===== src/rtl/uart_rx_core.sv =====
// uart_rx_core: oversampling UART receiver with majority-vote sampling; define UART_RX_BREAK_DET_EN for line-break detection
module uart_rx_core #(
  parameter int DATA_W  = 8,
  parameter int PRESC_W = 6
) (
  input  logic               clk,
  input  logic               rst_n,
  input  logic               rx_in,
  input  logic [PRESC_W-1:0] prescale,
  input  logic [3:0]         data_len,
  input  logic               par_en,
  input  logic               par_odd,
  input  logic               stop2,
  output logic [DATA_W-1:0]  rx_data,
  output logic               data_valid,
  output logic               parity_error,
  output logic               stop_error,
  output logic               break_det
);
`ifdef UART_RX_BREAK_DET_EN
  typedef enum logic [2:0] {IDLE, START, DATA, PARITY, STOP, DONE, BRK} state_t;
`else
  typedef enum logic [2:0] {IDLE, START, DATA, PARITY, STOP, DONE} state_t;
`endif
  localparam logic [3:0] DW = 4'(DATA_W);
  state_t st, nxt;
  logic [1:0] sync;
  logic rxs, maj, bit_end, last_stop, go, is_brk;
  logic [PRESC_W-1:0] edge_cnt, pr, h0, hm1, hp1, hp2, pm1, pm2;
  logic [3:0] bit_cnt, len, len_in;
  logic pe_l, po_l, s2_l, stop_cnt, perr, serr;
  logic [2:0] smp;
  logic [DATA_W-1:0] word;
  logic dv_d, pe_d, se_d, bd_d;

  assign rxs = sync[1];
  assign len_in = (data_len < 4'd5 || data_len > DW) ? DW : data_len;
  assign h0 = pr >> 1;
  assign hm1 = h0 - PRESC_W'(1);
  assign hp1 = h0 + PRESC_W'(1);
  assign hp2 = h0 + PRESC_W'(2);
  assign pm1 = pr - PRESC_W'(1);
  assign pm2 = pr - PRESC_W'(2);
  assign maj = (smp[0] & smp[1]) | (smp[0] & smp[2]) | (smp[1] & smp[2]);
  assign bit_end = edge_cnt == pm1;
  assign last_stop = !s2_l || stop_cnt;
  assign go = nxt == START && st != START;

  always_ff @(posedge clk or negedge rst_n)
    if (!rst_n) st <= IDLE;
    else st <= nxt;

  always_comb begin
    nxt = st;
    case (st)
      IDLE:   nxt = rxs ? IDLE : START;
      START:  nxt = (edge_cnt == hp2 && maj) ? IDLE : bit_end ? DATA : START;
      DATA:   nxt = (bit_end && bit_cnt == len - 4'd1) ? (pe_l ? PARITY : STOP) : DATA;
      PARITY: nxt = bit_end ? STOP : PARITY;
      STOP:   nxt = (edge_cnt == pm2 && last_stop) ? DONE : STOP;
`ifdef UART_RX_BREAK_DET_EN
      DONE:   nxt = is_brk ? BRK : rxs ? IDLE : START;
      BRK:    nxt = rxs ? IDLE : BRK;
`else
      DONE:   nxt = rxs ? IDLE : START;
`endif
      default: nxt = IDLE;
    endcase
  end

  always_ff @(posedge clk or negedge rst_n)
    if (!rst_n) begin
      sync     <= 2'b11;
      edge_cnt <= '0;
      bit_cnt  <= '0;
      stop_cnt <= 1'b0;
      smp      <= '0;
      word     <= '0;
      perr     <= 1'b0;
      serr     <= 1'b0;
      pr       <= '0;
      len      <= '0;
      pe_l     <= 1'b0;
      po_l     <= 1'b0;
      s2_l     <= 1'b0;
    end else begin
      sync     <= {sync[0], rx_in};
      edge_cnt <= (nxt == IDLE || st == IDLE || bit_end) ? '0 : edge_cnt + 1'b1;
      if (edge_cnt == hm1 || edge_cnt == h0 || edge_cnt == hp1) smp <= {smp[1:0], rxs};
      if (go) begin
        pr       <= prescale;
        len      <= len_in;
        pe_l     <= par_en;
        po_l     <= par_odd;
        s2_l     <= stop2;
        word     <= '0;
        bit_cnt  <= '0;
        stop_cnt <= 1'b0;
        perr     <= 1'b0;
        serr     <= 1'b0;
      end
      if (st == DATA && bit_end) begin
        word    <= word | (DATA_W'(maj) << bit_cnt);
        bit_cnt <= bit_cnt + 4'd1;
      end
      if (st == PARITY && bit_end) perr <= (^word ^ maj) != po_l;
      if (st == STOP && edge_cnt == hp2 && !maj) serr <= 1'b1;
      if (st == STOP && bit_end) stop_cnt <= 1'b1;
    end

`ifdef UART_RX_BREAK_DET_EN
  logic nz, s1z;
  always_ff @(posedge clk or negedge rst_n)
    if (!rst_n) begin
      nz  <= 1'b0;
      s1z <= 1'b0;
    end else begin
      if (go) nz <= 1'b0;
      else if ((st == DATA || st == PARITY) && bit_end && maj) nz <= 1'b1;
      if (st == STOP && !stop_cnt && edge_cnt == hp2) s1z <= !maj;
    end
  assign is_brk = !nz && s1z;
`else
  assign is_brk = 1'b0;
`endif

  always_comb begin
    dv_d = st == DONE && !is_brk && !perr && !serr;
    pe_d = st == DONE && !is_brk && perr;
    se_d = st == DONE && !is_brk && serr;
    bd_d = st == DONE && is_brk;
  end

  always_ff @(posedge clk or negedge rst_n)
    if (!rst_n) begin
      rx_data      <= '0;
      data_valid   <= 1'b0;
      parity_error <= 1'b0;
      stop_error   <= 1'b0;
      break_det    <= 1'b0;
    end else begin
      data_valid   <= dv_d;
      parity_error <= pe_d;
      stop_error   <= se_d;
      break_det    <= bd_d;
      if (dv_d) rx_data <= word;
    end
endmodule


===== config.mk =====
export PLATFORM = sky130hd
export DESIGN_NAME = uart_rx_core
export DESIGN_NICKNAME = d
export VERILOG_FILES = /design/src/rtl/uart_rx_core.sv
export SDC_FILE = /design/constraint.sdc
export NUM_CORES = 1
export LEC_CHECK = 0
export CAP_MARGIN = 20
export CORE_MARGIN = 10
export CORE_UTILIZATION = 41
export DETAILED_ROUTE_END_ITERATION = 6
export DONT_BUFFER_PORTS = 1
export PLACE_DENSITY = 0.62
export SLEW_MARGIN = 25
export SYNTH_ARGS = -nofsm -noshare
export SYNTH_HDL_FRONTEND = slang
export SYNTH_SLANG_ARGS = --single-unit
export TNS_END_PERCENT = 100

===== constraint.sdc =====
create_clock -name clk -period 3.8 [get_ports clk]
set_clock_uncertainty 0.2 [all_clocks]
set_input_delay 0.38 -clock clk [delete_from_list [all_inputs] [get_ports clk]]
set_output_delay 0.38 -clock clk [all_outputs]
set_load 0.05 [all_outputs]

# --- Word level (Yosys, flattened, before mapping) ---
# Index checks and enable logic that the tools add are counted.
totals:
  register_bits: 53
  latch_bits: 0
  mem_bits_rw: 0
  rom_bits: 0
  inputBits: 16
  output_inout_bits: 12
  wordCells: 100
  mem_count: 0
op_classes:
  n_addsub: 8
  n_mul: 0
  div: 0
  order_cmp: 2
  eq_ne: 15
  shift: 1
  muxes: 18
  bitwise: 7
  reduce_logical: 31
ops:
  columns: ["operator", "count"]
  rows:
  - ["6-bit equality test", 5]
  - ["8-bit two-way mux", 2]
  - ["3-bit one-hot mux with 5 select lines", 1]
  - ["1-bit logical AND", 13]
  - ["4-bit two-way mux", 3]
  - ["3-bit two-way mux", 3]
  - ["8-bit OR", 1]
  - ["2-bit nonzero test", 4]
  - ["8-bit parity", 1]
  - ["1-bit by 4-bit << shifter with 8-bit output", 1]
  - ["5-bit by 1-bit adder with 6-bit output (second input constant)", 1]
  - ["5-bit by 2-bit adder with 6-bit output (second input constant)", 1]
  - ["6-bit by 1-bit adder with 6-bit output (second input constant)", 1]
  - ["3-bit by 1-bit equality test with 1-bit output (second input constant)", 2]
  - ["3-bit by 2-bit equality test with 1-bit output (second input constant)", 2]
  - ["3-bit equality test (second input constant)", 2]
  - ["6-bit by 5-bit equality test with 1-bit output", 1]
  - ["3-bit zero test", 2]
  - ["1-bit logical OR", 6]
  - ["1-bit two-way mux", 6]
  - ["6-bit two-way mux", 1]
  - ["5-bit by 1-bit subtractor with 6-bit output (second input constant)", 1]
  - ["6-bit by 1-bit subtractor with 6-bit output (second input constant)", 1]
  - ["6-bit by 2-bit subtractor with 6-bit output (second input constant)", 1]
  - ["other kinds (13)", 20]

# --- Longest topological paths before layout ---
logic_depth:
  word_depth: 10
  depth_mapped: 10
  ltp_nobuf: 8

# --- Worst setup path after synthesis ---
# OpenSTA, ideal clock, no wires.
synth_timing:
  path_type: "register -> register"
  start: "reg pr[1]"
  end: "reg smp[0]"
  setup_ns: 0.128
  arrival_ns: 2.316
  required_ns: 3.472
  setup_slack_ns: 1.157
  stages_incl_launch_ff: 9
  n_path_buf: 1
  period_less_slack_ns: 2.643
  path_cell_list: "dfrtp_1 -> buf_2 -> inv_1 -> ha_1 -> xnor2_1 -> or4b_1 -> or4_1 -> nand3_1 -> mux2_1"
synth_via:
  elab_chain_cells: 4
  word_cells_on_any_way: 7
  cone_classes: "add/sub (2); eq/ne (3); reduce/logical (2)"
synth_lines:
  columns: ["element", "line_no", "source"]
  rows:
  - ["start, declared", "29", "logic [PRESC_W-1:0] edge_cnt, pr, h0, hm1, hp1, hp2, pm1, pm2;"]
  - ["start signal, assigned", "91", "pr <= prescale;"]
  - ["5-bit by 1-bit subtractor with 6-bit output", "39", "assign hm1 = h0 - PRESC_W'(1);"]
  - ["6-bit equality test", "89", "if (edge_cnt == hm1 || edge_cnt == h0 || edge_cnt == hp1) smp <= {smp[1:0], rxs};"]
  - ["1-bit logical OR", "89", null]
  - ["1-bit logical OR *", "89", null]
  - ["end signal, assigned", "89", null]
  - ["end, declared", "32", "logic [2:0] smp;"]
# Every way passes the cells marked *; elsewhere a longest branch is shown, timed or not.
# A chain may end at the register's enable or synchronous reset.

# --- Worst setup path after layout ---
# Ends and elaborated chain as after synthesis.

==> results.sh <==
export IMPL_h_tree_depth=2
export IMPL_grt_max_degree=54
export IMPL_cp_slowest_stage_delay_ps=500
export IMPL_place_ws_ps=913
export IMPL_crit_fanout=8
export IMPL_dp_cells=422
export IMPL_startpoint="pr[1]$_DFFE_PN0P_"
export IMPL_rsz0062_at_grt="false"
export IMPL_ys_async_sr_fraction=1.00
export IMPL_die_area_um2=11700
export IMPL_pin_count=28
export IMPL_p_int_mw=1.40
export IMPL_grt_remaining_overflow=0
export IMPL_finalCritPeriodShare=0.766
export IMPL_seq_area_frac_synth=0.417
export IMPL_synth_distinct_cells=56
export IMPL_tightest_slew_ps=653
export IMPL_start_kind="register"
export IMPL_cts_post_setup_buffers_inserted=0
export IMPL_drive_gt1_frac=0.0655
export IMPL_synth_commonest_cells="51 x dfrtp_1, 51 x nand2_1, 22 x xnor2_1"
export IMPL_vias=2331
export IMPL_regToRegSetupSlack_ps=890
export IMPL_wl_per_cell_um=15.4
export IMPL_worstSetupPathType="reg -> reg"
export IMPL_dieWidth_um=108
export IMPL_fillers=720
export IMPL_crit_chain="inv_1 -> ha_1 -> xnor2_1 -> or4b_1 -> or4_1 -> nand3_1 -> mux2_1"
export IMPL_clk_insertion_delay_late_ps=300
export IMPL_cts_hold_buf=8
export IMPL_comb_power_share=0.499
export IMPL_cts_root_buf="clkbuf_8"
export IMPL_fin_crit_ps=2910
export IMPL_drt_iter0_drc=110
export IMPL_syn_num_nets=368
export IMPL_power_switching_mw=1.10
export IMPL_fp_dieH_um=108
export IMPL_cp_endpoint="smp[0]$_DFFE_PN0P_"
export IMPL_fmax_mhz=343
export IMPL_regArea_um2=1330
export IMPL_cp_required_ps=3790
export IMPL_grt_use_total=0.120
export IMPL_syn_area_per_cell_um2=9.32
export IMPL_status="complete, no violations"
export IMPL_rows=32
export IMPL_synth_top_cell_by_area="dfrtp_1"
export IMPL_cap_violations=0
export IMPL_max_clock_path_buffers=2
export IMPL_tritoncts="done"
export IMPL_reg2reg_from="pr[1]$_DFFE_PN0P_"
export IMPL_dp_hpwl_um=4980
export IMPL_cts_buffers_inserted=5
export IMPL_syn_cell_area_um2=3190
export IMPL_synth_top_area_share=0.400
export IMPL_min_path_type="in -> reg"
export IMPL_power_frac_seq=0.378
export IMPL_clkTransAtPathRegs_ps=90
export IMPL_peakVddDrop_mv=0.397
export IMPL_drv_slew=0
export IMPL_synth_area_top_cells="dfrtp_1 40%, xnor2_1 6.0%, nand2_1 6.0%, xor2_1 4.7%, ha_1 3.9%"
export IMPL_r2r_end="smp[0]$_DFFE_PN0P_"
export IMPL_grt_pass1_vias=2328
export IMPL_yosysWarnings=0
export IMPL_fp_coreArea_um2=7650
export IMPL_worst_path_max_delay_cell="dfrtp_1"
export IMPL_ctsResizeCount=0
export IMPL_setup_tns_final_ps=0
export IMPL_critical_path_top_delay_family="simple AND/OR/NAND/NOR gates"
export IMPL_finalSetupViolations=0
export IMPL_p_leak_nw=1.50
export IMPL_crit_arrival_ps=2900
export IMPL_syn_inst=342
export IMPL_initial_utilization=0.417
export IMPL_routed_via_density=5.32
export IMPL_area_growth_pct=6.36
export IMPL_port_buffers=0
export IMPL_slew_headroom=0.564
export IMPL_antenna_found_initial=0
export IMPL_routed_wirelength_um=6750
export IMPL_cellPowerDensity_nw_per_um2=738
export IMPL_critical_path_cell_count=7
export IMPL_gp_congestion=0.939
export IMPL_antennaDiodeCount=0
export IMPL_clock_power_share=0.123
export IMPL_first_pass_iters=4
export IMPL_cp_end_kind="register"
export IMPL_drc=0
export IMPL_yosys_register_bits=53
export IMPL_critPathBufInv=1
export IMPL_swShare=0.441
export IMPL_hold_violations=0
export IMPL_rr_worst_depth=7
export IMPL_grt_first_pass_wirelength_um=11500
export IMPL_synth_flop_cell="dfrtp_1"
export IMPL_antenna_left=0
export IMPL_setup_ws_ps=887
export IMPL_cts_sinks=53
export IMPL_finalNonFillerCells=438
export IMPL_fin_nets=361
export IMPL_multiInputGateArea_um2=1690
export IMPL_synth_edf_count=0
==> worst min path at each step <==
stage,startpoint,end,cells past startpoint
final,prescale[2],pr[2]$_DFFE_PN0P_,2
after global routing,prescale[2],pr[2]$_DFFE_PN0P_,2
after global placement,rst_n,len[1]$_DFFE_PN0P_,0
after floorplan,rst_n,bit_cnt[0]$_DFFE_PN0P_,0
after detailed placement,rst_n,len[1]$_DFFE_PN0P_,0
after CTS,prescale[2],pr[2]$_DFFE_PN0P_,2
==> stage by stage <==
| stage | instance area, um2 | total power [mW] | utilization | hold WS, ps |
|---|---|---|---|---|
| floorplan | 3190 | 1.95 | - | -116 |
| finish | 3390 | 2.50 | 0.443 | 7.85 |
| global placement | 3210 | 2.15 | 0.420 | -114 |
| global route | 3390 | 2.73 | 0.443 | 10.8 |
| CTS | 3390 | 2.52 | 0.443 | 3.80 |
| detailed placement | 3210 | 2.18 | 0.420 | -113 |
==> sequential cells by signal (all words and copies together) (netlist names), 3 cells and up <==
register and flops:
rx_data 8, edge_cnt 6, len 4, bit_cnt 4
st 3, smp 3, pr 6, word 8
==> area by class of cell <==
class / count / share of cell area
Clock inverter: 2 / 0.00295
Clock buffer: 6 / 0.0214
Sequential cell: 53 / 0.392
Multi-Input combinational cell: 253 / 0.500
Timing Repair Buffer: 10 / 0.0332
Tap cell: 102 / 0.0376
Inverter: 12 / 0.0133
==> metal layers <==
metal	up-vias	wire [um]	GRT usage	part of all wire
met3	7	202	0.0232	0.030
met5	-	0	0	0
met1	1132	3050	0.149	0.45
li1	1158	-	-	-
met2	34	3400	0.203	0.50
met4	0	96	0.0410	0.014
==> layout by cell type, fill, tap and decap left out, types with 4 or more instances in the layout <==
cell type,count
o21ai_0,15
o21a_1,10
xnor2_1,22
and3_1,4
a21o_1,4
clkbuf_8,5
nand2b_1,9
nor2b_1,5
ha_1,10
o211ai_1,4
nor3_1,6
inv_1,11
nor3b_1,4
nor4_1,9
dfrtp_1,51
nand2_1,51
nor2_1,17
dlygate4sd3_1,7
a21oi_1,7
xor2_1,17
nand3_1,14
==> cell families after synthesis <==
family | synth area share
buffers and inverters | 0.0534
other | 0.00118
AND/OR/NAND/NOR | 0.216
AO/OA/AOI/OAI | 0.128
adder cells (fa/ha/maj) | 0.0392
flip-flops | 0.417
multiplexers | 0.0204
XOR/XNOR | 0.124
==> power by group through the flow <==
stage                     Combinational, mW  Sequential, mW  Clock [mW]
after floorplan                        1.18           0.773           0
after global placement                 1.20           0.952           0
after detailed placement               1.22           0.957           0
after CTS                              1.26           0.945       0.318
after global routing                   1.41           0.975       0.343
final                                  1.25           0.947       0.308
==> worst register-to-register path: stages (launching register included) <==
cell	delay (ps)
dfrtp_1	500
inv_1	170
ha_1	360
xnor2_1	200
or4b_1	440
or4_1	410
nand3_1	180
mux2_1	350
No activity file was read; power rests on OpenSTA's default activity.
